$ cat src/rtl/spi_cmd_master.sv
// SPI mode-0 command master.
// Sends an 8-byte command (start) or the single INIT byte 0x11 (init).
// Bytes go out LSB first. Each byte has its own SS-low window, and the
// windows are separated by a programmable SS-high gap. MISO bytes are
// collected in a shadow buffer and published on rx_data together with
// the one-cycle done pulse.
module spi_cmd_master #(
    parameter int CLK_DIV    = 4,
    parameter int GAP_CYCLES = 64
) (
    input  logic        CLK,
    input  logic        RST_N,
    input  logic        start,
    input  logic        init,
    input  logic [63:0] tx_cmd,
    output logic        busy,
    output logic        done,
    output logic [63:0] rx_data,
    output logic        SPI_SCK,
    output logic        SPI_SS,
    output logic        SPI_MOSI,
    input  logic        SPI_MISO
);

    typedef enum logic [2:0] {
        IDLE,
        SETUP,
        SHIFT,
        HOLD,
        GAP,
        FIN
    } state_t;

    localparam logic [7:0]  DIV_LAST = 8'(CLK_DIV - 1);
    localparam logic [15:0] GAP_LAST = 16'(GAP_CYCLES - 1);

    state_t      state_q, state_d;
    logic [7:0]  divCnt_q, divCnt_d;
    logic [3:0]  bitCnt_q, bitCnt_d;
    logic [2:0]  byteCnt_q, byteCnt_d;
    logic [2:0]  lastByte_q, lastByte_d;
    logic [15:0] gapCnt_q, gapCnt_d;
    logic [63:0] txBuf_q, txBuf_d;
    logic [63:0] rxShadow_q, rxShadow_d;
    logic [63:0] rxData_q, rxData_d;
    logic        sck_q, sck_d;
    logic        ss_q, ss_d;
    logic        busy_q, busy_d;
    logic        done_q, done_d;
    logic        divEnd;

    // The divider reaching its last count ends every SCK half-period and every
    // SETUP/HOLD phase.
    assign divEnd = (divCnt_q == DIV_LAST);

    // Next-state logic. Pin-level outputs are derived from the next state, so
    // that SCK, SS, busy and done all come straight from flops.
    always_comb begin
        state_d    = state_q;
        divCnt_d   = divCnt_q;
        bitCnt_d   = bitCnt_q;
        byteCnt_d  = byteCnt_q;
        lastByte_d = lastByte_q;
        gapCnt_d   = gapCnt_q;
        txBuf_d    = txBuf_q;
        rxShadow_d = rxShadow_q;
        rxData_d   = rxData_q;

        case (state_q)
            IDLE: begin
                if (init || start) begin
                    state_d    = SETUP;
                    divCnt_d   = 8'd0;
                    bitCnt_d   = 4'd0;
                    byteCnt_d  = 3'd0;
                    gapCnt_d   = 16'd0;
                    rxShadow_d = 64'd0;
                    if (init) begin
                        txBuf_d    = 64'h11;
                        lastByte_d = 3'd0;
                    end else begin
                        txBuf_d    = tx_cmd;
                        lastByte_d = 3'd7;
                    end
                end
            end
            SETUP: begin
                if (divEnd) begin
                    state_d  = SHIFT;
                    divCnt_d = 8'd0;
                    bitCnt_d = 4'd0;
                end else begin
                    divCnt_d = divCnt_q + 8'd1;
                end
            end
            SHIFT: begin
                if (divEnd) begin
                    divCnt_d = 8'd0;
                    if (bitCnt_q == 4'd15) begin
                        state_d  = HOLD;
                        bitCnt_d = 4'd0;
                    end else begin
                        bitCnt_d = bitCnt_q + 4'd1;
                        if (!bitCnt_q[0]) begin
                            txBuf_d = {1'b0, txBuf_q[63:1]};
                        end
                    end
                end else begin
                    divCnt_d = divCnt_q + 8'd1;
                end
            end
            HOLD: begin
                if (divEnd) begin
                    divCnt_d = 8'd0;
                    if (byteCnt_q == lastByte_q) begin
                        state_d  = FIN;
                        rxData_d = rxShadow_q;
                    end else begin
                        state_d   = GAP;
                        gapCnt_d  = 16'd0;
                        byteCnt_d = byteCnt_q + 3'd1;
                    end
                end else begin
                    divCnt_d = divCnt_q + 8'd1;
                end
            end
            GAP: begin
                if (gapCnt_q == GAP_LAST) begin
                    state_d  = SETUP;
                    gapCnt_d = 16'd0;
                end else begin
                    gapCnt_d = gapCnt_q + 16'd1;
                end
            end
            FIN: begin
                state_d   = IDLE;
                byteCnt_d = 3'd0;
            end
            default: begin
                state_d = IDLE;
            end
        endcase

        sck_d  = (state_d == SHIFT) && !bitCnt_d[0];
        ss_d   = !(state_d inside {SETUP, SHIFT, HOLD});
        busy_d = (state_d != IDLE);
        done_d = (state_d == FIN);

        if (sck_d && !sck_q) begin
            rxShadow_d[{byteCnt_q, bitCnt_d[3:1]}] = SPI_MISO;
        end
    end

    // State and datapath registers. Reset forces the idle bus immediately.
    always_ff @(posedge CLK or negedge RST_N) begin
        if (!RST_N) begin
            state_q    <= IDLE;
            divCnt_q   <= 8'd0;
            bitCnt_q   <= 4'd0;
            byteCnt_q  <= 3'd0;
            lastByte_q <= 3'd0;
            gapCnt_q   <= 16'd0;
            txBuf_q    <= 64'd0;
            rxShadow_q <= 64'd0;
            rxData_q   <= 64'd0;
            sck_q      <= 1'b0;
            ss_q       <= 1'b1;
            busy_q     <= 1'b0;
            done_q     <= 1'b0;
        end else begin
            state_q    <= state_d;
            divCnt_q   <= divCnt_d;
            bitCnt_q   <= bitCnt_d;
            byteCnt_q  <= byteCnt_d;
            lastByte_q <= lastByte_d;
            gapCnt_q   <= gapCnt_d;
            txBuf_q    <= txBuf_d;
            rxShadow_q <= rxShadow_d;
            rxData_q   <= rxData_d;
            sck_q      <= sck_d;
            ss_q       <= ss_d;
            busy_q     <= busy_d;
            done_q     <= done_d;
        end
    end

    assign SPI_SCK  = sck_q;
    assign SPI_SS   = ss_q;
    assign SPI_MOSI = txBuf_q[0];
    assign busy     = busy_q;
    assign done     = done_q;
    assign rx_data  = rxData_q;

endmodule
$ cat config.mk
export PLATFORM = sky130hd
export DESIGN_NAME = spi_cmd_master
export DESIGN_NICKNAME = d
export VERILOG_FILES = /design/src/rtl/spi_cmd_master.sv
export SDC_FILE = /design/constraint.sdc
export NUM_CORES = 1
export LEC_CHECK = 0
export BUFFER_PORTS_ARGS = -buffer_cell sky130_fd_sc_hd__buf_2
export CORE_ASPECT_RATIO = 0.6
export CORE_MARGIN = 5
export CORE_UTILIZATION = 55
export CTS_CLUSTER_DIAMETER = 100
export DETAILED_ROUTE_END_ITERATION = 6
export PLACE_DENSITY = 0.79
export SKIP_LAST_GASP = 1
export SYNTH_ARGS = -nofsm -noshare
export SYNTH_HDL_FRONTEND = slang
export SYNTH_SLANG_ARGS = --single-unit
$ cat constraint.sdc
create_clock -name CLK -period 3.52 [get_ports CLK]
set_clock_uncertainty 0.2 [all_clocks]
set_input_delay 0.88 -clock CLK [delete_from_list [all_inputs] [get_ports CLK]]
set_output_delay 0.88 -clock CLK [all_outputs]
set_load 0.05 [all_outputs]
==> flow_summary.toml <==
[run_status]
outcome = "complete, no violations"

[grt]
grt_pass1_vias = 7880
grt_max_degree = 126
grt_pass1_wl_microns = 40900
overflow = 0
grtUsageTotal_pct = 21.4
antenna_found_initial = 1

[clocking]
cts_max_level = 1
clk_latency_ns = 0.50
post_cts_resized = 0
cts_setup_buffers = 0
root_buffer = "clkbuf_16"
cts-buffers-inserted = 21
path_clk_slew_ns = 0.06
holdBufCountCts = 0
cts_tree = "built"
clk_path_buf_depth = 3
clock_sinks = 231

[timing]
tns_ns = 0
slew_headroom_pct = 51.7
period_share_pct = 88.5
hold_viol = 0
fin_crit_ns = 3.12
rsz0062_at_grt = "false"
worst_slew_pin_slew_ns = 0.724
fmax_ghz = 0.321
setup_viol_count_final = 0
whs_ns = 0.184
slew_viol_final = 0

[pwr]
seq_power_share_pct = 43.9
power_density_mw_per_mm2 = 622
switchingPower_w = 0.00283
internal_power_w = 0.00504
clockPowerShare_pct = 27.5
leakage_nw = 6.15
irDropWorstVdd_v = 0.000356
comb_power_share_pct = 28.6
p_sw_share_pct = 36.0

[routing]
via_count = 8248
first_pass_iters = 5
vias_per_cell = 5.70
drt_wl_total_microns = 24400
antenna_left = 0
drt-wirelength-per-cell_microns = 16.9
drt_iter0_drc = 714
drc_errors = 0

[die]
ioPinCount = 138
core_area_sq_mm = 0.0199
rows = 40
die_y_microns = 120
die-area_sq_mm = 0.0231
start_util_pct = 55.6
dieWidth_microns = 193

[synthesis]
ys.warnings.count = 0
async_flop_share_pct = 100
avgSynthCellArea_sq_um = 10.5
synth_flop_cell = "dfrtp_1"
synth_cell_types = 65
synthCells = 1056
synth_edf_count = 0
synth_seq_area_share_pct = 52.3
synth_area_sq_mm = 0.0110
ys_ff_latch = 231
synth_fp_nets = 1129

[place]
routabilityCongestion = 0.821
dpl.hpwl_microns = 16200
dpl_cell_area_sq_mm = 0.0120
port_buffers = 137

[cells_and_area]
diodes = 0
layout.nets = 1234
layout-drive-gt1-share_pct = 24.8
fin_area_sq_mm = 0.0127
syn_to_final_growth_pct = 14.6

[worst_setup_path]
crit_family = "simple AND/OR/NAND/NOR gates"
crit_required_ns = 3.73
rr_endpoint = "rxShadow_q[62]"
slowest_stage = "or4b_1"
reg2reg_slack_ns = 0.40
path_cells = "ha_1, or4b_1, o211ai_2, nand3_4, nor4_4, nor4b_4, mux2i_1"
cp.buffers_inverters = 0
critPathCaptureType = "flip-flop"
r2r-start = "divCnt_q[0]"
worst-r2r-cell-count = 7
worstSetupPathType = "flip-flop to flip-flop"
path_max_fanout = 10
critPathLaunchType = "flip-flop"
critPathMaxStageDelay_ns = 0.62
worstPathArrival_ns = 3.33

[hold_path]
hp-class = "input port to async pin"

[run]
max-cap-violations = 0
## how the worst max path moves through the flow
stage	slack (ns)	cells after the start	from	to
CTS	0.43	7	divCnt_q[0]	rxShadow_q[62]
floorplan	0.57	10	init	rxShadow_q[30]
finish	0.40	7	divCnt_q[0]	rxShadow_q[62]
detailed placement	0.44	7	start	rxShadow_q[6]
global placement	0.50	7	start	rxShadow_q[6]
global route	0.24	7	divCnt_q[0]	rxShadow_q[62]
## layout make-up
type                    count  area (sq um)
repair buffers            157           921
clock inverters             6          36.3
flip-flops and latches    231          5780
multi-input cells         744          4950
clock buffers              31           603
well taps                 273           342
fillers                  1604          7210
inverters                   6          22.5
## metrics by stage
stage	setup WS [ns]	util, %	power [W]	std cells
after floorplan	0.574	-	0.00512	1056
after global placement	0.498	60.5	0.00565	1411
after detailed placement	0.438	60.5	0.00573	1411
after CTS	0.426	63.7	0.00790	1448
after global routing	0.237	63.7	0.00837	1448
final	0.404	63.7	0.00787	1448
## Yosys cell counts, types with 3 or more instances
cell        n  share of area (%)
buf_2      11               0.50
or2_2       3               0.17
and3_1     11               0.62
a31oi_1     6               0.34
nor3_1      5               0.23
mux2_2     63                6.4
dfrtp_1   230                 52
nand3b_1    9               0.61
nor2b_1     4               0.23
or3_1       6               0.34
nor4_1      5               0.28
o211ai_1    3               0.20
ha_1        4               0.45
buf_4       6               0.41
o21ai_1     7               0.32
nor3b_1    62                4.2
inv_1       4               0.14
nand2b_1    9               0.51
o41ai_1     3               0.24
nor3b_2     8               0.91
a21oi_1    71                3.2
nand2_1   189                6.4
nor4_4      9                1.7
clkbuf_1   55                1.9
xor2_1      3               0.24
nand4_1     8               0.45
o31ai_1    11               0.75
mux2i_1    64                5.8
o21ai_0    93                4.2
nand3_1    34                1.5
nor2_1     16               0.54
## cells by family (layout without fill, tap and decap cells)
logic type                 count (synthesis)  after routing  synth area share (%)
AOI/OAI and AO/OA                        218            218                  11.4
adders and majority gates                  4              4                 0.453
buffers and inverters                     81            200                  3.16
muxes                                    129            129                  12.4
DFF                                      231            231                  52.3
and+or+nand+nor                          389            389                  19.9
xor gates and xnor gates                   4              4                 0.317
## cell usage in the layout, fill, tap and decap left out, types with 11 or more instances in the layout
master / instances
dfrtp_1: 230
nand2_1: 189
buf_2: 136
o21ai_0: 93
a21oi_1: 70
mux2i_1: 64
mux2_2: 63
nor3b_1: 61
nand3_1: 34
clkbuf_16: 21
nor2_1: 16
buf_4: 14
and3_1: 11
o31ai_1: 11
## sequential cells by signal, indices dropped and copies added, names as in the netlist, 3 cells and up
signal and cells:
gapCnt_q 16, txBuf_q 64, rxShadow_q 64, rx_data 64, divCnt_q 8, bitCnt_q 4
byteCnt_q 3, state_q 3
## metal layers
metal,routed length [microns],vias to the layer above,global-route usage (%)
met5,12,-,0
met4,363,2,4.16
met3,1610,36,4.56
met2,10200,224,29.7
met1,12200,4041,34.5
li1,-,3945,-
## power groups by stage
stage | logic, W | registers, W | clock network, W
floorplan | 0.00165 | 0.00347 | 0
global placement | 0.00217 | 0.00348 | 0
detailed placement | 0.00224 | 0.00349 | 0
CTS | 0.00225 | 0.00345 | 0.00220
global route | 0.00252 | 0.00352 | 0.00233
finish | 0.00225 | 0.00345 | 0.00216
Power figures use the tool's default switching activity.
